## config.mk

```make
export PLATFORM = sky130hd
export DESIGN_NAME = rgb2gray_frame_ctrl_flat
export DESIGN_NICKNAME = d
export VERILOG_FILES = /design/src/rtl/rgb2gray_frame_ctrl_if.sv /design/src/rtl/rgb2gray_frame_ctrl.sv /design/src/flat_wrapper.sv
export SDC_FILE = /design/constraint.sdc
export NUM_CORES = 1
export LEC_CHECK = 0
export CELL_PAD_IN_SITES_DETAIL_PLACEMENT = 2
export CELL_PAD_IN_SITES_GLOBAL_PLACEMENT = 2
export CORE_AREA = 2 2 143 145
export CTS_BUF_LIST = sky130_fd_sc_hd__clkbuf_16
export DETAILED_ROUTE_END_ITERATION = 8
export DIE_AREA = 0 0 145 147
export GPL_TIMING_DRIVEN = 0
export PLACE_DENSITY = 0.8
export SLEW_MARGIN = 10
export SYNTH_ARGS = -nofsm -noshare
export SYNTH_HDL_FRONTEND = slang
export SYNTH_SLANG_ARGS = --single-unit
```

## constraint.sdc

```tcl
create_clock -name i_CLK -period 9.24 [get_ports i_CLK]
set_input_delay 2.772 -clock i_CLK [delete_from_list [all_inputs] [get_ports i_CLK]]
set_output_delay 2.772 -clock i_CLK [all_outputs]
set_load 0.01 [all_outputs]
```

## src/rtl/rgb2gray_frame_ctrl_if.sv

```systemverilog
// ============================================================================
// Module      : rgb2gray_frame_ctrl_if
// Description : Host bus and frame-BRAM port bundle for rgb2gray_frame_ctrl.
//               Abort signals exist only when FRAME_CTRL_ABORT_EN is defined.
// Revision    : 1.0 - initial release
// ============================================================================
`default_nettype none

interface rgb2gray_frame_ctrl_if #(
    parameter int ADDR_W = 17
);
`ifdef FRAME_CTRL_ABORT_EN
    logic              i_ABORT;
    logic              o_ABORTED;
`endif
    logic              i_HOST_SEL;
    logic              i_START;
    logic              i_HOST_COLOR_WE;
    logic [ADDR_W-1:0] i_HOST_COLOR_ADDR;
    logic [11:0]       i_HOST_COLOR_WDATA;
    logic              i_HOST_GRAY_RE;
    logic [ADDR_W-1:0] i_HOST_GRAY_ADDR;
    logic [7:0]        o_HOST_GRAY_RDATA;
    logic [ADDR_W-1:0] o_COLOR_ADDR;
    logic              o_COLOR_WE;
    logic [11:0]       o_COLOR_WDATA;
    logic [11:0]       i_COLOR_RDATA;
    logic [ADDR_W-1:0] o_GRAY_ADDR;
    logic              o_GRAY_WE;
    logic [7:0]        o_GRAY_WDATA;
    logic [7:0]        i_GRAY_RDATA;
    logic              o_HOST_GNT;
    logic              o_BUSY;
    logic              o_DONE;

    // Environment side: host logic plus the two BRAMs
    modport master (
`ifdef FRAME_CTRL_ABORT_EN
        output i_ABORT,
        input  o_ABORTED,
`endif
        output i_HOST_SEL, i_START, i_HOST_COLOR_WE, i_HOST_COLOR_ADDR,
        output i_HOST_COLOR_WDATA, i_HOST_GRAY_RE, i_HOST_GRAY_ADDR,
        output i_COLOR_RDATA, i_GRAY_RDATA,
        input  o_HOST_GRAY_RDATA, o_COLOR_ADDR, o_COLOR_WE, o_COLOR_WDATA,
        input  o_GRAY_ADDR, o_GRAY_WE, o_GRAY_WDATA,
        input  o_HOST_GNT, o_BUSY, o_DONE
    );

    modport slave (
`ifdef FRAME_CTRL_ABORT_EN
        input  i_ABORT,
        output o_ABORTED,
`endif
        input  i_HOST_SEL, i_START, i_HOST_COLOR_WE, i_HOST_COLOR_ADDR,
        input  i_HOST_COLOR_WDATA, i_HOST_GRAY_RE, i_HOST_GRAY_ADDR,
        input  i_COLOR_RDATA, i_GRAY_RDATA,
        output o_HOST_GRAY_RDATA, o_COLOR_ADDR, o_COLOR_WE, o_COLOR_WDATA,
        output o_GRAY_ADDR, o_GRAY_WE, o_GRAY_WDATA,
        output o_HOST_GNT, o_BUSY, o_DONE
    );
endinterface

`default_nettype wire

```

## src/rtl/rgb2gray_frame_ctrl.sv

```systemverilog
// ============================================================================
// Module      : rgb2gray_frame_ctrl
// Description : Frame sequencer and BRAM arbiter for RGB444 -> 8-bit gray.
//               Optional run abort enabled by macro FRAME_CTRL_ABORT_EN.
// Revision    : 1.0 - initial release
// ============================================================================
`default_nettype none

module rgb2gray_frame_ctrl #(
    parameter int IMG_W  = 320,
    parameter int IMG_H  = 240,
    parameter int ADDR_W = 17,
    parameter int RD_LAT = 1
) (
    input  logic                  i_CLK,
    input  logic                  i_RST,
    rgb2gray_frame_ctrl_if.slave  bus
);

    localparam int                c_N    = IMG_W * IMG_H;
    localparam logic [ADDR_W-1:0] c_LAST = ADDR_W'(c_N - 1);

    typedef enum logic [2:0] {
        S_IDLE  = 3'd0,
        S_HOST  = 3'd1,
        S_RUN   = 3'd2,
        S_DRAIN = 3'd3,
        S_DONE  = 3'd4
    } state_t;

    state_t            state_q, state_d;
    logic [ADDR_W-1:0] rd_cnt_q, rd_cnt_d;
    logic [RD_LAT-1:0] vld_pipe_q;
    logic [ADDR_W-1:0] addr_pipe_q [RD_LAT];
    logic              wr_vld_q;
    logic [ADDR_W-1:0] wr_addr_q;
    logic [7:0]        wr_data_q;
    logic              host_rd_q;

    logic              w_issue;
    logic              w_flush;
    logic              w_start_acc;
    logic              w_abort;

`ifdef FRAME_CTRL_ABORT_EN
    logic              aborted_q;
    assign w_abort       = bus.i_ABORT;
    assign bus.o_ABORTED = aborted_q;

    always_ff @(posedge i_CLK) begin
        if (i_RST || w_start_acc) begin
            aborted_q <= 1'b0;
        end else if (w_flush) begin
            aborted_q <= 1'b1;
        end
    end
`else
    assign w_abort = 1'b0;
`endif

    always_ff @(posedge i_CLK) begin
        if (i_RST) begin
            state_q  <= S_IDLE;
            rd_cnt_q <= '0;
        end else begin
            state_q  <= state_d;
            rd_cnt_q <= rd_cnt_d;
        end
    end

    always_comb begin
        state_d     = state_q;
        rd_cnt_d    = rd_cnt_q;
        w_issue     = 1'b0;
        w_flush     = 1'b0;
        w_start_acc = 1'b0;
        case (state_q)
            S_IDLE: begin
                // Host ownership beats a simultaneous start; that start is lost
                if (bus.i_HOST_SEL) begin
                    state_d = S_HOST;
                end else if (bus.i_START) begin
                    state_d     = S_RUN;
                    rd_cnt_d    = '0;
                    w_start_acc = 1'b1;
                end
            end
            S_HOST: begin
                if (!bus.i_HOST_SEL) begin
                    state_d = S_IDLE;
                end
            end
            S_RUN: begin
                w_issue = 1'b1;
                if (w_abort) begin
                    state_d = S_IDLE;
                    w_flush = 1'b1;
                end else if (rd_cnt_q == c_LAST) begin
                    state_d = S_DRAIN;
                end else begin
                    rd_cnt_d = rd_cnt_q + 1'b1;
                end
            end
            S_DRAIN: begin
                if (w_abort) begin
                    state_d = S_IDLE;
                    w_flush = 1'b1;
                end else if (wr_vld_q && (wr_addr_q == c_LAST)) begin
                    state_d = S_DONE;
                end
            end
            S_DONE: begin
                state_d = S_IDLE;
            end
            default: begin
                state_d = S_IDLE;
            end
        endcase
    end

    // RGB444 expanded by nibble replication, then BT.601-style weights summing to 256
    logic [7:0]  w_r8, w_g8, w_b8;
    logic [15:0] w_sum;
    assign w_r8  = {bus.i_COLOR_RDATA[11:8], bus.i_COLOR_RDATA[11:8]};
    assign w_g8  = {bus.i_COLOR_RDATA[7:4],  bus.i_COLOR_RDATA[7:4]};
    assign w_b8  = {bus.i_COLOR_RDATA[3:0],  bus.i_COLOR_RDATA[3:0]};
    assign w_sum = 16'd77 * {8'd0, w_r8} + 16'd150 * {8'd0, w_g8} + 16'd29 * {8'd0, w_b8};

    always_ff @(posedge i_CLK) begin
        if (i_RST || w_flush) begin
            vld_pipe_q <= '0;
            wr_vld_q   <= 1'b0;
        end else begin
            vld_pipe_q[0] <= w_issue;
            for (int i = 1; i < RD_LAT; i++) begin
                vld_pipe_q[i] <= vld_pipe_q[i-1];
            end
            wr_vld_q <= vld_pipe_q[RD_LAT-1];
        end
    end

    always_ff @(posedge i_CLK) begin
        if (i_RST) begin
            for (int i = 0; i < RD_LAT; i++) begin
                addr_pipe_q[i] <= '0;
            end
            wr_addr_q <= '0;
            wr_data_q <= '0;
            host_rd_q <= 1'b0;
        end else begin
            addr_pipe_q[0] <= rd_cnt_q;
            for (int i = 1; i < RD_LAT; i++) begin
                addr_pipe_q[i] <= addr_pipe_q[i-1];
            end
            wr_addr_q <= addr_pipe_q[RD_LAT-1];
            wr_data_q <= w_sum[15:8];
            host_rd_q <= (state_q == S_HOST) && bus.i_HOST_GRAY_RE;
        end
    end

    always_comb begin
        bus.o_COLOR_ADDR  = '0;
        bus.o_COLOR_WE    = 1'b0;
        bus.o_COLOR_WDATA = '0;
        bus.o_GRAY_ADDR   = '0;
        bus.o_GRAY_WE     = 1'b0;
        bus.o_GRAY_WDATA  = '0;
        case (state_q)
            S_HOST: begin
                bus.o_COLOR_ADDR  = bus.i_HOST_COLOR_ADDR;
                bus.o_COLOR_WE    = bus.i_HOST_COLOR_WE;
                bus.o_COLOR_WDATA = bus.i_HOST_COLOR_WDATA;
                bus.o_GRAY_ADDR   = bus.i_HOST_GRAY_ADDR;
            end
            S_RUN: begin
                bus.o_COLOR_ADDR = rd_cnt_q;
            end
            default: begin
            end
        endcase
        if (state_q != S_HOST && wr_vld_q) begin
            bus.o_GRAY_WE    = 1'b1;
            bus.o_GRAY_ADDR  = wr_addr_q;
            bus.o_GRAY_WDATA = wr_data_q;
        end
    end

    // Read data stays visible one cycle past a host read so a late release does not lose it
    assign bus.o_HOST_GRAY_RDATA = ((state_q == S_HOST) || host_rd_q) ? bus.i_GRAY_RDATA : 8'd0;
    assign bus.o_HOST_GNT        = (state_q == S_HOST);
    assign bus.o_BUSY            = (state_q == S_RUN) || (state_q == S_DRAIN);
    assign bus.o_DONE            = (state_q == S_DONE);

endmodule

`default_nettype wire

```

## src/flat_wrapper.sv

```systemverilog
// flat-port wrapper written by rule: the top's interface ports become plain ports
module rgb2gray_frame_ctrl_flat 
#(
    parameter int IMG_W  = 320,
    parameter int IMG_H  = 240,
    parameter int ADDR_W = 17,
    parameter int RD_LAT = 1
)
  (i_CLK, i_RST, bus_i_HOST_SEL, bus_i_START, bus_i_HOST_COLOR_WE, bus_i_HOST_COLOR_ADDR, bus_i_HOST_COLOR_WDATA, bus_i_HOST_GRAY_RE, bus_i_HOST_GRAY_ADDR, bus_i_COLOR_RDATA, bus_i_GRAY_RDATA, bus_o_HOST_GRAY_RDATA, bus_o_COLOR_ADDR, bus_o_COLOR_WE, bus_o_COLOR_WDATA, bus_o_GRAY_ADDR, bus_o_GRAY_WE, bus_o_GRAY_WDATA, bus_o_HOST_GNT, bus_o_BUSY, bus_o_DONE);
  rgb2gray_frame_ctrl_if #(.ADDR_W(ADDR_W)) bus_i ();
  input  logic i_CLK;
  input  logic i_RST;
  input wire logic [$bits(bus_i.i_HOST_SEL)-1:0] bus_i_HOST_SEL;
  input wire logic [$bits(bus_i.i_START)-1:0] bus_i_START;
  input wire logic [$bits(bus_i.i_HOST_COLOR_WE)-1:0] bus_i_HOST_COLOR_WE;
  input wire logic [$bits(bus_i.i_HOST_COLOR_ADDR)-1:0] bus_i_HOST_COLOR_ADDR;
  input wire logic [$bits(bus_i.i_HOST_COLOR_WDATA)-1:0] bus_i_HOST_COLOR_WDATA;
  input wire logic [$bits(bus_i.i_HOST_GRAY_RE)-1:0] bus_i_HOST_GRAY_RE;
  input wire logic [$bits(bus_i.i_HOST_GRAY_ADDR)-1:0] bus_i_HOST_GRAY_ADDR;
  input wire logic [$bits(bus_i.i_COLOR_RDATA)-1:0] bus_i_COLOR_RDATA;
  input wire logic [$bits(bus_i.i_GRAY_RDATA)-1:0] bus_i_GRAY_RDATA;
  output wire logic [$bits(bus_i.o_HOST_GRAY_RDATA)-1:0] bus_o_HOST_GRAY_RDATA;
  output wire logic [$bits(bus_i.o_COLOR_ADDR)-1:0] bus_o_COLOR_ADDR;
  output wire logic [$bits(bus_i.o_COLOR_WE)-1:0] bus_o_COLOR_WE;
  output wire logic [$bits(bus_i.o_COLOR_WDATA)-1:0] bus_o_COLOR_WDATA;
  output wire logic [$bits(bus_i.o_GRAY_ADDR)-1:0] bus_o_GRAY_ADDR;
  output wire logic [$bits(bus_i.o_GRAY_WE)-1:0] bus_o_GRAY_WE;
  output wire logic [$bits(bus_i.o_GRAY_WDATA)-1:0] bus_o_GRAY_WDATA;
  output wire logic [$bits(bus_i.o_HOST_GNT)-1:0] bus_o_HOST_GNT;
  output wire logic [$bits(bus_i.o_BUSY)-1:0] bus_o_BUSY;
  output wire logic [$bits(bus_i.o_DONE)-1:0] bus_o_DONE;
  assign bus_i.i_HOST_SEL = bus_i_HOST_SEL;
  assign bus_i.i_START = bus_i_START;
  assign bus_i.i_HOST_COLOR_WE = bus_i_HOST_COLOR_WE;
  assign bus_i.i_HOST_COLOR_ADDR = bus_i_HOST_COLOR_ADDR;
  assign bus_i.i_HOST_COLOR_WDATA = bus_i_HOST_COLOR_WDATA;
  assign bus_i.i_HOST_GRAY_RE = bus_i_HOST_GRAY_RE;
  assign bus_i.i_HOST_GRAY_ADDR = bus_i_HOST_GRAY_ADDR;
  assign bus_i.i_COLOR_RDATA = bus_i_COLOR_RDATA;
  assign bus_i.i_GRAY_RDATA = bus_i_GRAY_RDATA;
  assign bus_o_HOST_GRAY_RDATA = bus_i.o_HOST_GRAY_RDATA;
  assign bus_o_COLOR_ADDR = bus_i.o_COLOR_ADDR;
  assign bus_o_COLOR_WE = bus_i.o_COLOR_WE;
  assign bus_o_COLOR_WDATA = bus_i.o_COLOR_WDATA;
  assign bus_o_GRAY_ADDR = bus_i.o_GRAY_ADDR;
  assign bus_o_GRAY_WE = bus_i.o_GRAY_WE;
  assign bus_o_GRAY_WDATA = bus_i.o_GRAY_WDATA;
  assign bus_o_HOST_GNT = bus_i.o_HOST_GNT;
  assign bus_o_BUSY = bus_i.o_BUSY;
  assign bus_o_DONE = bus_i.o_DONE;
  rgb2gray_frame_ctrl #(.IMG_W(IMG_W), .IMG_H(IMG_H), .ADDR_W(ADDR_W), .RD_LAT(RD_LAT)) u_core (.i_CLK(i_CLK), .i_RST(i_RST), .bus(bus_i));
endmodule
```

==> results of run 1 <==
[flip-flops by register name (all words and copies together) (netlist names)]
register and count:
u_core.addr_pipe_q 17, u_core.rd_cnt_q 17, u_core.wr_addr_q 17, u_core.wr_data_q 8, u_core.state_q 3, u_core.host_rd_q 1
u_core.vld_pipe_q 1, u_core.wr_vld_q 1
[placed cells by master, fill, tap and decap left out, types with 3 or more instances in the layout]
cell / n
bufinv_16: 3
a31oi_1: 6
xnor2_1: 6
xor2_1: 7
and3_1: 11
buf_2: 6
inv_1: 91
dfxtp_1: 65
nand3_1: 10
o21a_1: 4
clkbuf_16: 9
clkbuf_1: 17
mux2i_1: 4
o21ai_0: 29
o21ai_2: 6
nor2_1: 28
a21oi_2: 5
clkdlybuf4s50_1: 134
nand4_1: 3
a21o_1: 8
ha_1: 76
nor3_1: 12
nor2b_1: 46
a21oi_1: 28
and2_1: 14
a211oi_1: 3
fa_1: 52
buf_6: 3
and4_1: 3
nor3b_1: 3
a22o_1: 17
nand2_1: 60
nor3_2: 3
or3_1: 5
nand3b_1: 7
[final cells by class]
cell class	count	area, um^2	area share
Antenna cell	1	2.50	0.000307
Buffer	30	150	0.0184
Clock buffer	9	225	0.0276
Clock inverter	7	119	0.0146
Inverter	90	338	0.0415
Multi-Input combinational cell	496	4310	0.528
Sequential cell	65	1300	0.160
Tap cell	270	338	0.0415
Timing Repair Buffer	138	1370	0.168
[where the power goes]
group / leakage, nW / internal (mW) / switching, mW / total, mW
Combinational: 2.85 / 0.795 / 1.09 / 1.89
Sequential: 0.526 / 0.311 / 0.00639 / 0.317
Clock: 0.167 / 0.264 / 0.130 / 0.394
[Yosys cell counts, drive strengths merged, types with 2 or more instances]
cell type  count  area, um^2
inv           90         338
ha            78         976
dfxtp         65        1300
nand2         61         231
fa            52        1040
nor2b         47         297
o21ai         36         203
a21oi         33         180
nor2          30         118
a22o          17         149
clkbuf        17        63.8
nor3          15        90.1
and2          14        87.6
buf           13        86.3
and3          11        68.8
nand3         11        67.6
a21o           9        68.8
nand3b         7        52.6
xor2           7        61.3
a31oi          6        37.5
xnor2          6        52.6
or3            5        31.3
mux2i          4        40.0
nand4          4        31.3
nor4           4        46.3
o21a           4        30.0
a211oi         3        22.5
a311oi         3        32.5
and4           3        26.3
nor3b          3        22.5
a41oi          2        17.5
nor4b          2        17.5
o211ai         2        20.0
o21bai         2        15.0
or2            2        12.5
or4            2        18.8
[path summary, 6_finish.rpt]
path	slack [ns]	cells after the start	endpoint
worst max-delay path	0.31	21	u_core.wr_data_q[7]
worst min-delay path	0.44	1	u_core.wr_addr_q[8]
worst max register to register	6.89	8	u_core.rd_cnt_q[14]
worst min register to register	0.44	1	u_core.wr_addr_q[8]
[layer usage]
layer	global-route usage	up-vias	wire length, um
met4	0.0361	0	217
li1	-	2573	-
met5	0	-	0
met1	0.247	2705	9300
met2	0.367	92	10800
met3	0.0354	18	637
[worst reg2reg max path: cells and delay by family (launching register included)]
kind | cells | cell delay [ns]
simple gates | 3 | 0.87
flops | 1 | 0.53
compound gates | 3 | 0.36
fa+ha+maj | 1 | 0.30
buf+inv | 1 | 0.22
[cells by family after synthesis]
family                     count (synthesis)  synth area share
and+or+nand+nor                          226             0.210
adders and majority gates                130             0.333
buffers and inverters                    120            0.0805
DFF                                       65             0.215
xor gates and xnor gates                  13            0.0188
muxes                                      5           0.00846
AOI/OAI and AO/OA                        122             0.135
==> run_results.csv, run 1 <==
group,metric,value,unit
place,placed_standard_cell_area,7780,um^2
critical_path,crit_path_top_delay_cell,"or4_1",
job,drv_cap,0,
layout,postLayoutCellArea,8150,um^2
critical_path,crit_fanout,6,
logic_synthesis,synth.cell_area,6060,um^2
detailed_routing,detail_route.first_pass.iterations,4,
logic_synthesis,synth_area_per_cell,8.90,um^2
layout,num-nets-final,1032,
clock_tree,clock_tree_from_tritoncts,"built",
clock_tree,cts_buffers,9,
global_route,groute.usage.overall,0.200,
worst_hold_path,timing.hold.worst.class,"reg2reg",
place,numPortBuffers,138,
global_route,first_global_vias,6126,
floorplan,die_area,21300,um^2
worst_hold_path,hold_path_startpoint,"u_core.addr_pipe_q[0][8]",
critical_path,setup.worst_path.end_class,"register",
place,post_detail_place_hpwl,17000,um
critical_path,worst_setup_path_startpoint,"bus_i_COLOR_RDATA[4]",
floorplan,floorplan.die.height,147,um
floorplan,row_count,52,
power_and_ir_drop,powerDensity,319,nW/um^2
timing,max_slew.worst_pin.slew,0.775,ns
timing,timing.max_slew.rel_slack,0.483,
logic_synthesis,synthesis.nets,883,
clock_tree,cts_setup_buffers,0,
detailed_routing,drc_errors,0,
critical_path,crit_path_dat,9.12,ns
timing,setup-tns-final,0,ns
global_route,maximum_number_of_pins_on_one_net_before_global_route_repair,13,
place,gp_routability_congestion,0.799,
floorplan,core_region_area,19800,um^2
timing,slew_violations,0,
detailed_routing,drt_first_iter_violations,157,
critical_path,worst_setup_path_start_kind,"input port",
critical_path,critical_path.n_buffers_inverters,5,
clock_tree,cts_root_buf,"clkbuf_16",
global_route,antenna_found_initial,0,
floorplan,dieWidth,145,um
clock_tree,clock_path_buffers,2,
timing,finalWorstSetupSlack,0.308,ns
clock_tree,postCtsHoldBufs,0,
timing,hold-worst-slack,0.437,ns
global_route,grt_first_pass_wirelength,33800,um
logic_synthesis,synth-edff-count,0,
detailed_routing,detail_route.wirelength,21000,um
critical_path,critical-path-top-delay-family,"adder cells",
logic_synthesis,post_synth_top_flop,"dfxtp_1",
clock_tree,clock_sinks,65,
power_and_ir_drop,max-vdd-ir-drop,0.209,mV
critical_path,r2r-start,"u_core.rd_cnt_q[0]",
logic_synthesis,synth.ff_latch_count,65,
critical_path,crit_path_max_incr_delay,0.58,ns
timing,min_period,8.93,ns
run_status,run_status,"complete, no violations",
timing,rsz0062_at_grt,"false",
layout,fillCellCount,2221,
critical_path,endpoint_required_time_on_the_critical_path,9.43,ns
logic_synthesis,synth.yosys.warnings,0,
place,placed_cells_incl_taps,1089,
layout,post_route_cells_drive_above_1_share,0.0766,
floorplan,io_pins,139,
detailed_routing,post_drt_via_cell_ratio,4.87,
timing,timing.final.setup_violations,0,
clock_tree,clock_insertion_delay_worst_skew,0.34,ns
power_and_ir_drop,report.power.total,2.60,mW
global_route,globalRouteOverflowTotal,0,
clock_tree,cts.reportedPaths.clkPinSlew,0.06,ns
detailed_routing,routed_wire_length_per_instance,19.0,um
timing,finalHoldViolations,0,
critical_path,worst-setup-path-type,"in2reg",
clock_tree,htreeDepth,3,
layout,area_growth,34.4,%
clock_tree,cts_resized,6,
logic_synthesis,synth_sequential_area_ratio,0.215,
timing,final_cycle_share,0.967,
logic_synthesis,syn-instance-count,681,
layout,final_core_utilization,0.411,
timing,skew,0.00348,ns
logic_synthesis,yosysUniqueCellTypes,64,
timing,achievable-frequency,0.112,GHz
critical_path,worstPathCellList,"dlygate4sd2_1 > ha_4 > ha_1 > inv_1 > fa_1 > fa_1 > inv_1 > ha_1 > xnor2_1 > fa_1 > fa_1 > inv_1 > fa_1 > fa_1 > inv_1 > ha_1 > nand3_1 > or4_1 > a21oi_1 > or3_1 > a21oi_1",
detailed_routing,postRouteAntennaNets,0,
detailed_routing,detailroute.via_count,5388,
critical_path,crit_top_cell,"fa_1",
layout,instances_no_fill,1106,
logic_synthesis,synthArstFlopShare,0,
floorplan,effective_utilization_at_floorplan,0.305,
place,dp_worst_setup_slack,-0.518,ns
power_and_ir_drop,total_leakage_power,3.54,nW
(Power assumes the default switching activity.)
==> run 2, diff against run 1 <==
--- a/config.mk
+++ b/config.mk
@@ -9,6 +9,7 @@
 export CELL_PAD_IN_SITES_GLOBAL_PLACEMENT = 2
 export CORE_AREA = 2 2 143 145
 export CTS_BUF_LIST = sky130_fd_sc_hd__clkbuf_16
+export CTS_CLUSTER_DIAMETER = 200
 export DETAILED_ROUTE_END_ITERATION = 8
 export DIE_AREA = 0 0 145 147
 export GPL_TIMING_DRIVEN = 0
==> results of run 2 <==
No change in the layout: final DEF, timing and power equal those of run 1.
